### src/rtl/count_fifo_reader_pkg.sv
// Shared constants and types for the count FIFO reader and the SPI register map.
//   COUNT_W            width of one count word from the pre-buffer stage
//   BYTES_PER_WORD     bytes served to the SPI slave per count word
//   FIFO_DEPTH_DEFAULT default FIFO depth in words
//   reader_state_e     byte-serialiser FSM encoding
package count_fifo_reader_pkg;

  localparam int COUNT_W            = 24;
  localparam int BYTES_PER_WORD     = COUNT_W / 8;
  localparam int FIFO_DEPTH_DEFAULT = 16;

  typedef enum logic {
    IDLE  = 1'b0,
    SERVE = 1'b1
  } reader_state_e;

endpackage

### src/rtl/count_fifo_reader_sync_fifo_mem.sv
// sync_fifo_mem: single-clock word FIFO with level counter and drop detect.
// Ports:
//   clk_12mhz, n_reset  clock, async active-low reset
//   wr_en, wr_data      write strobe and word
//   pop                 remove head word (ignored when empty)
//   rd_data             current head word (combinational read of storage)
//   level               words stored, 0..DEPTH
//   full, empty         decodes of level
//   drop                write presented while full with no pop in the same cycle
module sync_fifo_mem #(
  parameter int DATA_W = 24,
  parameter int DEPTH  = 16,
  parameter int ADDR_W = 4
) (
  input  logic              clk_12mhz,
  input  logic              n_reset,
  input  logic              wr_en,
  input  logic [DATA_W-1:0] wr_data,
  input  logic              pop,
  output logic [DATA_W-1:0] rd_data,
  output logic [ADDR_W:0]   level,
  output logic              full,
  output logic              empty,
  output logic              drop
);

  logic [DATA_W-1:0] mem_q [DEPTH];
  logic [ADDR_W-1:0] wr_ptr_q, wr_ptr_d;
  logic [ADDR_W-1:0] rd_ptr_q, rd_ptr_d;
  logic [ADDR_W:0]   level_q, level_d;
  logic              pop_ok;
  logic              wr_accept;

  assign full  = (level_q == (ADDR_W+1)'(DEPTH));
  assign empty = (level_q == '0);
  assign level = level_q;
  assign rd_data = mem_q[rd_ptr_q];

  // A pop in the same cycle frees a slot, so a write against a full FIFO
  // is still accepted when the head is leaving.
  assign pop_ok    = pop & ~empty;
  assign wr_accept = wr_en & (~full | pop_ok);
  assign drop      = wr_en & full & ~pop_ok;

  always_comb begin
    wr_ptr_d = wr_ptr_q;
    rd_ptr_d = rd_ptr_q;
    level_d  = level_q;
    if (wr_accept) wr_ptr_d = wr_ptr_q + 1'b1;
    if (pop_ok)    rd_ptr_d = rd_ptr_q + 1'b1;
    case ({wr_accept, pop_ok})
      2'b10:   level_d = level_q + 1'b1;
      2'b01:   level_d = level_q - 1'b1;
      default: level_d = level_q;
    endcase
  end

  always_ff @(posedge clk_12mhz or negedge n_reset) begin
    if (!n_reset) begin
      wr_ptr_q <= '0;
      rd_ptr_q <= '0;
      level_q  <= '0;
    end else begin
      wr_ptr_q <= wr_ptr_d;
      rd_ptr_q <= rd_ptr_d;
      level_q  <= level_d;
    end
  end

  // Storage needs no reset: a slot is only read after it has been written.
  always_ff @(posedge clk_12mhz) begin
    if (wr_accept) mem_q[wr_ptr_q] <= wr_data;
  end

endmodule

### src/rtl/count_fifo_reader.sv
// count_fifo_reader: buffers count words and serves them to the SPI slave
// as bytes, MSB first.
// Ports:
//   clk_12mhz, n_reset  clock, async active-low reset
//   wr_data, wr_en      count word and write strobe from the pre-buffer stage
//   byte_rd             SPI slave consumed the current byte
//   byte_out, byte_valid, byte_idx   current byte of the staged word
//   fifo_level, fifo_full, fifo_empty  FIFO status (staged word excluded)
//   overflow, clr_overflow            sticky drop flag and its clear
//
// state | meaning
// IDLE  | nothing staged; pop the FIFO head as soon as one exists
// SERVE | staged word being read out byte by byte, byte_valid=1
module count_fifo_reader
  import count_fifo_reader_pkg::*;
#(
  parameter int DATA_W = COUNT_W,
  parameter int DEPTH  = FIFO_DEPTH_DEFAULT,
  parameter int ADDR_W = 4
) (
  input  logic              clk_12mhz,
  input  logic              n_reset,
  input  logic [DATA_W-1:0] wr_data,
  input  logic              wr_en,
  input  logic              byte_rd,
  output logic [7:0]        byte_out,
  output logic              byte_valid,
  output logic [1:0]        byte_idx,
  output logic [ADDR_W:0]   fifo_level,
  output logic              fifo_full,
  output logic              fifo_empty,
  output logic              overflow,
  input  logic              clr_overflow
);

  localparam logic [1:0] LAST_IDX = 2'(DATA_W/8 - 1);

  reader_state_e     state_q, state_d;
  logic [DATA_W-1:0] staged_q, staged_d;
  logic [1:0]        idx_q, idx_d;
  logic [7:0]        byte_out_q, byte_out_d;
  logic              valid_q, valid_d;
  logic              overflow_q, overflow_d;

  logic              pop;
  logic [DATA_W-1:0] head;
  logic              drop;

  sync_fifo_mem #(
    .DATA_W (DATA_W),
    .DEPTH  (DEPTH),
    .ADDR_W (ADDR_W)
  ) u_mem (
    .clk_12mhz (clk_12mhz),
    .n_reset   (n_reset),
    .wr_en     (wr_en),
    .wr_data   (wr_data),
    .pop       (pop),
    .rd_data   (head),
    .level     (fifo_level),
    .full      (fifo_full),
    .empty     (fifo_empty),
    .drop      (drop)
  );

  function automatic logic [7:0] pick_byte(logic [DATA_W-1:0] word, logic [1:0] idx);
    return word[DATA_W-1-8*int'(idx) -: 8];
  endfunction

  always_comb begin
    state_d    = state_q;
    staged_d   = staged_q;
    idx_d      = idx_q;
    byte_out_d = byte_out_q;
    valid_d    = valid_q;
    pop        = 1'b0;

    unique case (state_q)
      IDLE: begin
        if (!fifo_empty) begin
          pop        = 1'b1;
          staged_d   = head;
          idx_d      = '0;
          byte_out_d = pick_byte(head, 2'd0);
          valid_d    = 1'b1;
          state_d    = SERVE;
        end
      end
      SERVE: begin
        if (byte_rd) begin
          if (idx_q != LAST_IDX) begin
            idx_d      = idx_q + 1'b1;
            byte_out_d = pick_byte(staged_q, idx_q + 1'b1);
          end else if (!fifo_empty) begin
            // Reload on the last byte so the next word follows with no gap.
            pop        = 1'b1;
            staged_d   = head;
            idx_d      = '0;
            byte_out_d = pick_byte(head, 2'd0);
          end else begin
            idx_d      = '0;
            byte_out_d = 8'h00;
            valid_d    = 1'b0;
            state_d    = IDLE;
          end
        end
      end
      default: state_d = IDLE;
    endcase

    // A drop in the same cycle as a clear must leave the flag set.
    overflow_d = overflow_q;
    if (clr_overflow) overflow_d = 1'b0;
    if (drop)         overflow_d = 1'b1;
  end

  always_ff @(posedge clk_12mhz or negedge n_reset) begin
    if (!n_reset) begin
      state_q    <= IDLE;
      staged_q   <= '0;
      idx_q      <= '0;
      byte_out_q <= 8'h00;
      valid_q    <= 1'b0;
      overflow_q <= 1'b0;
    end else begin
      state_q    <= state_d;
      staged_q   <= staged_d;
      idx_q      <= idx_d;
      byte_out_q <= byte_out_d;
      valid_q    <= valid_d;
      overflow_q <= overflow_d;
    end
  end

  assign byte_out   = byte_out_q;
  assign byte_valid = valid_q;
  assign byte_idx   = idx_q;
  assign overflow   = overflow_q;

endmodule
### config.mk
export PLATFORM = sky130hd
export DESIGN_NAME = count_fifo_reader
export DESIGN_NICKNAME = d
export VERILOG_FILES = /design/src/rtl/count_fifo_reader_pkg.sv /design/src/rtl/count_fifo_reader_sync_fifo_mem.sv /design/src/rtl/count_fifo_reader.sv
export SDC_FILE = /design/constraint.sdc
export NUM_CORES = 1
export LEC_CHECK = 0
export CORE_MARGIN = 2
export CORE_UTILIZATION = 55
export DETAILED_ROUTE_END_ITERATION = 12
export GPL_ROUTABILITY_DRIVEN = 0
export PLACE_DENSITY_LB_ADDON = 0.08
export SLEW_MARGIN = 20
export SYNTH_ARGS = -nofsm -noshare
export SYNTH_HDL_FRONTEND = slang
export SYNTH_SLANG_ARGS = --single-unit
### constraint.sdc
create_clock -name clk_12mhz -period 8.91 [get_ports clk_12mhz]
set_input_delay 1.782 -clock clk_12mhz [delete_from_list [all_inputs] [get_ports clk_12mhz]]
set_output_delay 1.782 -clock clk_12mhz [all_outputs]
set_load 0.05 [all_outputs]
Yosys cells after proc, flatten, opt, wreduce, memory -nomap -nowiden

Memory sizes are Yosys's and may differ from the RTL's.
Index checks and enable logic that the tools add are counted.

Equal/unequal tests: 8
Bitwise gates (word level): 9
Shifts and indexed selects: 1
Add/sub/neg operators: 6
Reductions and logical operators: 6
Multiplexer cells: 30

Operator list:

| operator              | number |
|---|---|
| $mux W24              | 3 |
| $pmux W24 S2          | 1 |
| $mux W8               | 4 |
| $shiftx A31 B6 Y8     | 1 |
| $pmux W8 S2           | 1 |
| $mux W1               | 13 |
| $ne A2 B2 Y1 const B  | 5 |
| $pmux W5 S2           | 1 |
| $add A4 B1 Y4 const B | 2 |
| $mux W2               | 3 |
| $pmux W1 S2           | 3 |
| $sub A5 B5 Y6 const A | 1 |
| $add A5 B1 Y5 const B | 1 |
| $eq A5 B5 Y1 const B  | 1 |
| $logic_not A5 Y1      | 1 |
| $sub A5 B1 Y5 const B | 1 |
| $and A1 B1 Y1         | 4 |
| $not A1 Y1            | 4 |
| $pmux W2 S2           | 1 |
| $reduce_and A2 Y1     | 2 |
| $reduce_and A4 Y1     | 1 |
| $reduce_bool A2 Y1    | 2 |
| $add A2 B1 Y2 const B | 1 |
| $eq A2 B1 Y1 const B  | 1 |
| other kinds (2)       | 2 |

Register bits: 50
Input bits: 29
Output and inout bits: 19
Bits in writable memories: 384
Word-level logic and storage cells: 70
Memories: 1

Memories:

| memory      | words | width | rd ports | clocked after memory_dff | wr ports | line                                  | source |
|---|---|---|---|---|---|---|---|
| u_mem.mem_q | 16    | 24    | 1        | 0                        | 1        | count_fifo_reader_sync_fifo_mem.sv:27 | `logic [DATA_W-1:0] mem_q [DEPTH];` |

Logic depth before layout (Yosys ltp)

Gate-level depths: netlist (run 1).

Depth in word-level cells: 10
Mapped depth: 18
Gate-level depth less buffers: 13

Hierarchy

Synthesis (run 1) repeated with hierarchy kept, for this count alone.

Cells, all modules: 796
Area, all modules: 17,161.5 µm²

Modules (own cells, without submodules):

| module            | cells an instance | times used | sequential area each (µm²) | area an instance (µm²) |
|---|---|---|---|---|
| sync_fifo_mem     | 655               | 1          | 11,856.4                   | 15,392.3 |
| count_fifo_reader | 141               | 1          | 925.9                      | 1,769.2 |

Least setup slack after synthesis (run 1)

Ideal clock, no wire load.

Path kind: input port to flip-flop
From: in byte_rd
To: reg u_mem.level_q[4] (netlist: u_mem.level[4])
Data required time: 8.827 ns
Data arrival time: 4.096 ns
Cell stages on the path: 15
Buffers on the path: 4
Library setup time: 0.083 ns
Setup slack: 4.731 ns
Cell sequence: buf_2 -> a21bo_2 -> o21ai_2 -> buf_6 -> inv_6 -> buf_6 -> ha_1 -> buf_2 -> xor2_1 -> ha_1 -> o21a_1 -> o221a_2 -> o21a_1 -> nor3_1 -> xor2_1

Cells in the longest elaborated chain, start to end: 7
Elaborated cells between the ends (all ways): 9
Classes of those cells: eq/ne (2); mux (3); bitwise (3); reduce/logical (1)

RTL lines:

| what                                                     | line                                  | source |
|---|---|---|
| from (decl)                                              | count_fifo_reader.sv:25               | `input logic byte_rd,` |
| $mux W1 *                                                | count_fifo_reader.sv:90               | `if (byte_rd) begin` |
| $pmux W1 S2 *                                            | count_fifo_reader.sv:78               | `unique case (state_q)` |
| $and A1 B1 Y1 *                                          | count_fifo_reader_sync_fifo_mem.sv:41 | `assign pop_ok = pop & ~empty;` |
| named net u_mem.pop_ok                                   | count_fifo_reader_sync_fifo_mem.sv:31 | `logic pop_ok;` |
| $or A1 B1 Y1                                             | count_fifo_reader_sync_fifo_mem.sv:42 | `assign wr_accept = wr_en & (~full \| pop_ok);` |
| $and A1 B1 Y1                                            | count_fifo_reader_sync_fifo_mem.sv:42 |  |
| $eq A2 B1 Y1 / $eq A2 B2 Y1 (equally long branches)      | count_fifo_reader_sync_fifo_mem.sv:51 | `case ({wr_accept, pop_ok})` |
| $pmux W5 S2 / $reduce_bool A2 Y1 (equally long branches) | n/a                                   |  |
| to (signal assigned)                                     | count_fifo_reader_sync_fifo_mem.sv:66 | `level_q <= level_d;` |
| to (decl)                                                | count_fifo_reader_sync_fifo_mem.sv:30 | `logic [ADDR_W:0] level_q, level_d;` |

The timed path passes the listed nets; every way through them passes the cells marked *.
A chain may end at the register's enable or synchronous reset.

Worst setup path in the final report (run 1)

From: reg u_mem.level_q[1] (netlist: u_mem.level[1])
To: out fifo_empty

Cells in the longest elaborated chain, start to end: 1

RTL lines:

| what             | line                                  | source |
|---|---|---|
| $logic_not A5 Y1 | count_fifo_reader_sync_fifo_mem.sv:35 | `assign empty = (level_q == '0);` |
| to (decl)        | count_fifo_reader.sv:31               | `output logic fifo_empty,` |

Every way passes these cells.

==> results of run 1 <==
## metrics by stage
stage                     cell area [sq um]  total power [mW]  hold slack, ns
after floorplan                       17400              3.88           0.443
after global placement                18200              4.36           0.465
after detailed placement              18200              4.41           0.473
after CTS                             19500              6.11           0.492
after global routing                  19500              6.34           0.517
final                                 19500              6.06           0.489
## cell type report
class,instances,area share (%)
clock inverter,21,0.916
sequential,434,65.5
timing repair buffer,70,3.27
tap,402,2.58
multi-input combinational,411,21.7
inverter,11,0.237
clock buffer,56,5.81
## sequential cells by signal (all words and copies together), names as in the netlist
register,count
u_mem.wr_ptr_q,4
u_mem.rd_ptr_q,4
staged_q,24
byte_out,8
overflow,1
u_mem.level,5
state_q,1
byte_valid,1
u_mem.mem_q,384
byte_idx,2
## power groups by stage
stage	clock [mW]	combinational [mW]	sequential (mW)
2_1_floorplan	0	1.16	2.72
3_5_place_dp	0	1.66	2.75
5_1_grt	1.82	1.78	2.74
6_report	1.71	1.65	2.71
4_1_cts	1.73	1.67	2.71
3_3_place_gp	0	1.63	2.73
## per-layer routing
metal / up-vias / global-route usage, %
met5: - / 0
met4: 0 / 8.29
met3: 70 / 3.97
met2: 302 / 37.2
met1: 4575 / 34.2
li1: 3781 / -
## worst register-to-register path: stages, from the launching register on
cell and delay (ns):
dfrtp_1 0.73, inv_1 0.21, ha_1 0.29, a21bo_2 0.24, o21ai_2 0.06, buf_4 0.35
inv_6 0.16, ha_1 0.35, xor2_1 0.19, ha_1 0.24, o21a_1 0.18, o221a_2 0.26
o21a_1 0.17, nor3_1 0.20, xor2_1 0.16
## cell families after synthesis
| logic type | count (synthesis) | synth area share [%] |
|---|---|---|
| DFF | 434 | 73.6 |
| muxes | 153 | 14.1 |
| and+or+nand+nor | 142 | 4.47 |
| AOI/OAI and AO/OA | 93 | 4.42 |
| buffers and inverters | 66 | 2.05 |
| adders and majority gates | 12 | 0.864 |
| xor gates and xnor gates | 11 | 0.554 |
## final timing paths
path / cells after the start / to / slack (ns)
min in group asynchronous: 2 / u_mem.rd_ptr_q[3]$_DFFE_PN0P_ / 1.38
max in group asynchronous: 2 / u_mem.rd_ptr_q[2]$_DFFE_PN0P_ / 6.99
setup / recovery: 4 / fifo_empty / 4.24
setup reg to reg: 14 / u_mem.level[4]$_DFFE_PN0P_ / 5.05
hold reg to reg: 2 / staged_q[5]$_DFFE_PN0P_ / 0.49
hold / removal: 2 / staged_q[5]$_DFFE_PN0P_ / 0.49
## cell usage in the layout (no fill, tap or decap), types with 14 or more instances in the layout
| cell type | count |
|---|---|
| edfxtp_1 | 384 |
| mux4_2 | 72 |
| mux2i_1 | 71 |
| dfrtp_1 | 46 |
| clkdlybuf4s50_1 | 46 |
| nand2_1 | 44 |
| clkbuf_16 | 43 |
| buf_4 | 23 |
| nand3_1 | 21 |
| a21oi_1 | 15 |
| and2_1 | 14 |
==> results.toml, run 1 <==
[power]
switchingPower_mw = 1.90
leakage_nw = 6.46
ir_drop_v = 0.000193
clkPwrFrac_pct = 28.1
seqPwrFrac_pct = 44.6
power.share.switching_pct = 31.3
power.density_nw_per_um2 = 310
internal_power_mw = 4.17
combPwrFrac_pct = 27.2

[worst_hold_path]
hp-class = "register to register"
min_from = "staged_q[5]$_DFFE_PN0P_"

[placed_design]
dpl.hpwl_microns = 22900
portBuffers = 47
place_ws_ns = 3.89
dp_cells = 1328

[detailed_routing]
antenna_left = 0
drc = 0
wl_per_cell_microns = 27.1
via_per_inst = 6.21
dr_wl_met3_microns = 2150
drt_wl_total_microns = 38100
wl_met1_microns = 16700
drt_iter0_drc = 819
top_layer = "met4"
dr_wl_met2_microns = 18000
firstDrtPassIters = 5
vias = 8728

[synthesis]
synth_top_cell_by_area = "edfxtp_1"
synthesis.area_sq_um = 17400
ys_async_sr_fraction_pct = 11.5
synth_nets = 952
yosysSeqAreaShare_pct = 73.6
syn_avg_cell_area_sq_um = 19.1
synth_flop_cell = "edfxtp_1"
yosys_warnings = 0
synthCells = 911
synth-edff-count = 384
synthTopCellsByArea = "edfxtp_1, mux4_2, dfrtp_1, mux2i_1, nand2_1"
synth-seq-cells = 434
yosysUniqueCellTypes = 53
synth_top_area_share_pct = 66.4
synth_common_cells = "edfxtp_1, mux4_2, mux2i_1, dfrtp_1, nand2_1"
synthMostInstantiatedCell = "edfxtp_1"

[cts]
path_clk_slew_ns = 0.06
cts_sinks = 434
cts_inserted_buffers = 43
tritoncts = "built"
postCtsResizedCells = 0
clkLatencyLatePin_ns = 0.53
ctsHtreeMaxLevel = 2
clock_path_buffers = 3
cts_root_buf = "clkbuf_16"
post_cts_buffers = 0
cts_hold_buf = 0

[grt]
grt_max_degree = 61
globalRouteOverflowTotal = 0
antenna_found_initial = 0
first_global_vias = 9021
grt_pass1_wl_microns = 57100
grt_usage_pct = 23.7

[setup_path]
path_cells = "nor4_1, nand2b_1, inv_1, clkdlybuf4s50_1"
crit_family = "buffers and inverters"
timing.rr.start = "byte_idx[0]$_DFFE_PN0P_"
cpMaxStageDelayCell = "clkdlybuf4s50_1"
cp.required_ns = 7.13
cp-start-kind = "register"
startpoint = "u_mem.level[1]$_DFFE_PN0P_"
cp-end-kind = "output pin"
critPathBufInv = 2
path_class = "register to output pin"
worstPathMaxFanout = 12
cp.arrival_ns = 2.89
critPathMaxStageDelay_ns = 0.84

[final_layout]
final_cells = 1405
seqCellArea_sq_um = 12800
syn_to_final_growth_pct = 12.4
diodes = 0
fin_nets = 1012
final_layout_size_suffix_gt1_share_pct = 19.0
finish.utilization_pct = 62.4
nFillCells = 2173
multi_input_area_sq_um = 4240

[floorplan]
die_h_microns = 182
core_sq_um = 31300
start_util_pct = 55.5
fp.dieW_microns = 182
die_area_sq_um = 33000
io_pins = 48
rows = 65

[run_status]
status = "completed"

[timing]
tightest_slew_ns = 0.990
finalClockSkew_ns = 0.0225
setup_tns_ns = 0
rsz0062_at_grt = "no"
fmax_ghz = 0.214
timing.final.crit_period_ns = 4.67
setup_viol = 0
hold_violations = 0
finalWorstSetupSlack_ns = 4.24
slew_headroom_pct = 34.0
finalCritPeriodShare_pct = 52.4
drv_slew = 0

[flow_run]
max_cap_viol_count = 0
(Power assumes the default switching activity.)
==> inputs of run 2 (changes only) <==
==> constraint.sdc (replaced) <==
create_clock -name clk_12mhz -period 4.6 [get_ports clk_12mhz]
set_input_delay 0.92 -clock clk_12mhz [delete_from_list [all_inputs] [get_ports clk_12mhz]]
set_output_delay 0.92 -clock clk_12mhz [all_outputs]
set_load 0.05 [all_outputs]
==> run 2 against run 1 <==
Against the previous run:
- worst hold slack worse by 0.0011 ns
- combinational power grew 90%
- cell area up 0.69%
- setup slack worse by 3.5 ns
- clock skew is 0.010 ns lower
- critical endpoint unchanged
==> results.toml, run 2 (same netlist as run 1, synthesis figures left out) <==
[run_status]
status = "completed"

[timing]
finalCritPeriodShare_pct = 84.9
timing.final.crit_period_ns = 3.90
setup_viol = 0
finalClockSkew_ns = 0.0125
drv_slew = 0
slew_headroom_pct = 47.1
rsz0062_at_grt = "no"
hold_violations = 0
fmax_ghz = 0.256
setup_tns_ns = 0
tightest_slew_ns = 0.794

[cts]
tritoncts = "built"
post_cts_buffers = 0
postCtsResizedCells = 0
clock_path_buffers = 3
path_clk_slew_ns = 0.06
ctsHtreeMaxLevel = 2
cts_sinks = 434
cts_inserted_buffers = 43
cts_hold_buf = 0
clkLatencyLatePin_ns = 0.53
cts_root_buf = "clkbuf_16"

[final_layout]
largest_reg_flops = 384
final_layout_size_suffix_gt1_share_pct = 20.1
final_cell_mix = "edfxtp_1, mux4_2, mux2i_1"
diodes = 0
largest-register = "u_mem.mem_q"
multi_input_area_sq_um = 4240
final_cells = 1417
syn_to_final_growth_pct = 13.2
final_common_cell = "edfxtp_1"
seqCellArea_sq_um = 12800
fin_nets = 1023
nFillCells = 2192

[setup_path]
startpoint = "u_mem.level[1]$_DFFE_PN0P_"
rrSetupSlack_ns = 1.09
cpMaxStageDelayCell = "clkdlybuf4s50_1"
r2r_end = "u_mem.level[4]$_DFFE_PN0P_"
cp.required_ns = 3.68
endpoint = "fifo_empty"
critPathMaxStageDelay_ns = 0.85
cp-end-kind = "output pin"
path_cells = "nor4_1, nand2b_1, inv_1, clkdlybuf4s50_1"
rr_worst_depth = 14
path_class = "register to output pin"
cp.arrival_ns = 2.98
worstPathMaxFanout = 12
cp-start-kind = "register"
timing.rr.start = "byte_idx[0]$_DFFE_PN0P_"

[detailed_routing]
firstDrtPassIters = 5
via_per_inst = 6.17
drt_iter0_drc = 832
drc = 0
antenna_left = 0
wl_per_cell_microns = 26.4
vias = 8740
drt_wl_total_microns = 37500

[grt]
globalRouteOverflowTotal = 0
first_global_vias = 8988
grt_max_degree = 51
grt_usage_pct = 23.3
antenna_found_initial = 0
grt_pass1_wl_microns = 56500

[power]
fin_total_pwr_mw = 11.7
power.density_nw_per_um2 = 594
leakage_nw = 6.52
ir_drop_v = 0.000304

[floorplan]
core_sq_um = 31300
rows = 65
fp.dieW_microns = 182
io_pins = 48
start_util_pct = 55.5
die_area_sq_um = 33000
die_h_microns = 182

[flow_run]
max_cap_viol_count = 0

[placed_design]
dp_cells = 1339
portBuffers = 47
dpl.hpwl_microns = 22400

[worst_hold_path]
holdPathStages = 2
hp-class = "register to register"
-- run 2: cell count changes in the layout (fill, tap and decap cells not counted), moves of 2 or more --
cell	delta
clkinv_1	-9
clkbuf_8	+5
bufinv_16	-3
clkinv_2	-2
clkbuf_1	+8
buf_12	+6
buf_4	+5
-- run 2: how the worst min path moves through the flow --
stage | from | endpoint | slack [ns]
floorplan | staged_q[17]$_DFFE_PN0P_ | staged_q[17]$_DFFE_PN0P_ | 0.44
global placement | staged_q[17]$_DFFE_PN0P_ | staged_q[17]$_DFFE_PN0P_ | 0.47
detailed placement | staged_q[17]$_DFFE_PN0P_ | staged_q[17]$_DFFE_PN0P_ | 0.47
CTS | staged_q[17]$_DFFE_PN0P_ | staged_q[17]$_DFFE_PN0P_ | 0.49
global route | staged_q[22]$_DFFE_PN0P_ | staged_q[22]$_DFFE_PN0P_ | 0.52
finish | staged_q[17]$_DFFE_PN0P_ | staged_q[17]$_DFFE_PN0P_ | 0.49
-- run 2: layout make-up --
type	count	share of cell area, %
flip-flops and latches	434	65.1
multi-input cells	411	21.5
clock buffers	70	6.31
well taps	402	2.56
inverters	11	0.235
clock inverters	8	0.255
repair buffers	81	4.05
-- run 2: critical path, delay by kind of cell, from the launching register on --
kind | cells | cell delay, ns
buf+inv | 2 | 1.06
flops | 1 | 0.49
simple gates | 2 | 0.89
-- run 2: routing by layer --
layer / global-route usage (%) / wire length, microns / share of wire [%] / up-vias
met3: 3.49 / 2130 / 5.7 / 67
met4: 6.89 / 931 / 2.5 / 0
met2: 38.4 / 18500 / 49 / 298
met1: 33.0 / 15900 / 42 / 4567
li1: - / - / - / 3808
met5: 0 / 0 / 0 / -
-- run 2: per-stage QoR --
stage / util [%] / hold slack [ns] / instance area, sq um / worst slack, ns
finish: 62.8 / 0.487 / 19700 / 0.697
floorplan: - / 0.443 / 17400 / 0.811
CTS: 62.8 / 0.488 / 19700 / 0.669
global placement: 58.7 / 0.467 / 18400 / 0.586
global route: 62.8 / 0.519 / 19700 / 0.532
detailed placement: 58.7 / 0.466 / 18400 / 0.427
-- run 2: power breakdown --
| group | switching (mW) | total, mW | internal, mW |
|---|---|---|---|
| clock network | 1.38 | 3.23 | 1.84 |
| registers | 0.469 | 5.31 | 4.84 |
| logic | 1.78 | 3.14 | 1.36 |
| total | 3.63 | 11.7 | 8.04 |
==> edit: new RTL, settings of run 1 <==
`ADDR_W` is set to 4 in 2 places; all go to 6.
--- a/src/rtl/count_fifo_reader_sync_fifo_mem.sv
+++ b/src/rtl/count_fifo_reader_sync_fifo_mem.sv
@@ -10,7 +10,7 @@
 module sync_fifo_mem #(
   parameter int DATA_W = 24,
   parameter int DEPTH  = 16,
-  parameter int ADDR_W = 4
+  parameter int ADDR_W = 6
 ) (
   input  logic              clk_12mhz,
   input  logic              n_reset,
--- a/src/rtl/count_fifo_reader.sv
+++ b/src/rtl/count_fifo_reader.sv
@@ -16,7 +16,7 @@
 #(
   parameter int DATA_W = COUNT_W,
   parameter int DEPTH  = FIFO_DEPTH_DEFAULT,
-  parameter int ADDR_W = 4
+  parameter int ADDR_W = 6
 ) (
   input  logic              clk_12mhz,
   input  logic              n_reset,
Ports: changed (resized fifo_level); port bits go from 48 to 50. No check against the original RTL was run, so the function may have changed too.
==> edit against run 1 <==
- first-iteration DRC count increased by 7.9%
- total power up 5.1%
- setup slack lost 0.42 ns
- sequential power is 2% higher
- wire length fell by 3.7%
- final area up 0.50%
- non-clock buffer count shrank 1
- critical endpoint unchanged
- synthesized area down 0.67%
- sequential cell count increased by 2
- synthesized cell count is 3.7% lower
- critical path type unchanged
- utilization rose by 1.5 points
==> edit: results (changes against run 1) <==
| Metric | Value |
|---|---|
| Max H-tree Level | 2 (unchanged) |
| Register area | 0.01284 mm² (+0.38%) |
| Peak supply drop | 0.0002327 V (+21%) |
| Clk_buf instances | 63 (+13%) |
| Vias | 8568 (-1.8%) |
| Multiplexer share of the synthesized area | 15.17% (+1.1 points) |
| Non-clk bufs | 69 (-1.4%) |
| RR Endpoint | u_mem.mem_q[7][14] |
| CP top delay family | simple AND/OR/NAND/NOR gates |
| Area growth syn-to-layout | 13.72% |
| Synthesized area | 0.01726 mm² (-0.67%) |
| Placed cells | 1291 (-2.8%) |
| Multi-input combinational cell count | 371 (-9.7%) |
| First-pass GRT wire length | 55.30 mm (-3.2%) |
| Vias in the first global route | 8880 (-1.6%) |
| LEAKAGE | 6.498 nW (+0.55%) |
| Final layout net count | 985 (-2.7%) |
| Avg Synthesized Cell Area | 19.68 µm² (+3.2%) |
| Vias per cell | 6.236 (+0.38%) |
| Distinct cells, synth | 49 (-7.5%) |
| Met3 Use GR | 3.749% (-0.22 points) |
| Overall global routing resource usage | 22.91% (-0.76 points) |
| Register area share after synthesis | 74.35% (+0.79 points) |
| Final Skew | 0.01087 ns (-0.01161 ns) |
| Post-Synth XOR/XNOR Area | 0.5582% (+0.0037 points) |
| Highest Signal Layer | met4 |
| M1 GR Usage | 33.80% (-0.35 points) |
| Most frequent cells after synthesis | edfxtp_1, mux4_2, nand2_1, dfrtp_1, mux2i_1 |
| Metal1 wirelength | 15.86 mm (-5.2%) |
| Slew headroom | 25.13% (-8.9 points) |
| Port bufs | 49 (+4.3%) |
| Dpl ws | 3.472 ns (-0.4155 ns) |
| R2R Setup Slk | 4.91 ns (-0.14 ns) |
| Multi-input logic area | 0.004173 mm² (-1.5%) |
| WL/cell | 26.73 µm (-1.5%) |
| Synth async-reset ratio | 11.93% (+0.41 points) |
| Pin count of the biggest net entering global routing | 56 (-8.2%) |
| Initial drt markers | 884 (+7.9%) |
| Top post-synthesis cells by area | edfxtp_1, mux4_2, dfrtp_1, mux2i_1, nand2_1 |
| Clk Latency, worst-skew pair | 0.53 ns (about the same) |
| Cell count of the worst reg-to-reg path | 6 (-8) |
| Clock-cell share | 7.165% (+0.44 points) |
| Met2 usage | 36.49% (-0.72 points) |
| Post-DP Area | 0.01822 mm² (about the same) |
| Inverters, non-clock | 19 (+8) |
| Met3 wire length | 2.416 mm (+12%) |
| Signal buf overhead | 3.238% (-0.029 points) |
| Outcome | finished clean |
| CP Max Fanout | 15 (+3) |
| Hpwl dp | 23.23 mm (+1.4%) |
| Synth Area in Adders | 1.058% (+0.19 points) |
| Share of post-route cells with drive strength above 1 | 21.47% (+2.4 points) |
| Synth area leader | edfxtp_1 |
| Seq cells | 436 (+0.46%) |
## edit: cell count changes in the layout (fill, tap and decap cells not counted), moves of 12 or more
cell / run 1 / this run
and2_1: 14 / 2
nand2_1: 44 / 57
o21ai_0: 5 / 23
nand3_1: 21 / 9
mux2i_1: 71 / 38
nor3b_1: 13 / 0
mux4_2: 72 / 96
## edit: how the worst min path moves through the flow
stage,from,to,slack [ns],cells after the start
detailed placement,staged_q[17],staged_q[17],0.47,2
CTS,staged_q[17],staged_q[17],0.48,2
global placement,staged_q[21],staged_q[21],0.46,2
global route,staged_q[17],staged_q[17],0.51,2
floorplan,staged_q[21],staged_q[21],0.44,2
finish,staged_q[17],staged_q[17],0.48,2
## edit: where the power goes
group          internal (mW)  leakage, nW  total (mW)  switching, mW
clock network           1.04        0.694        1.76          0.722
logic                  0.804         1.70        1.86           1.05
registers               2.52         4.11        2.76          0.235
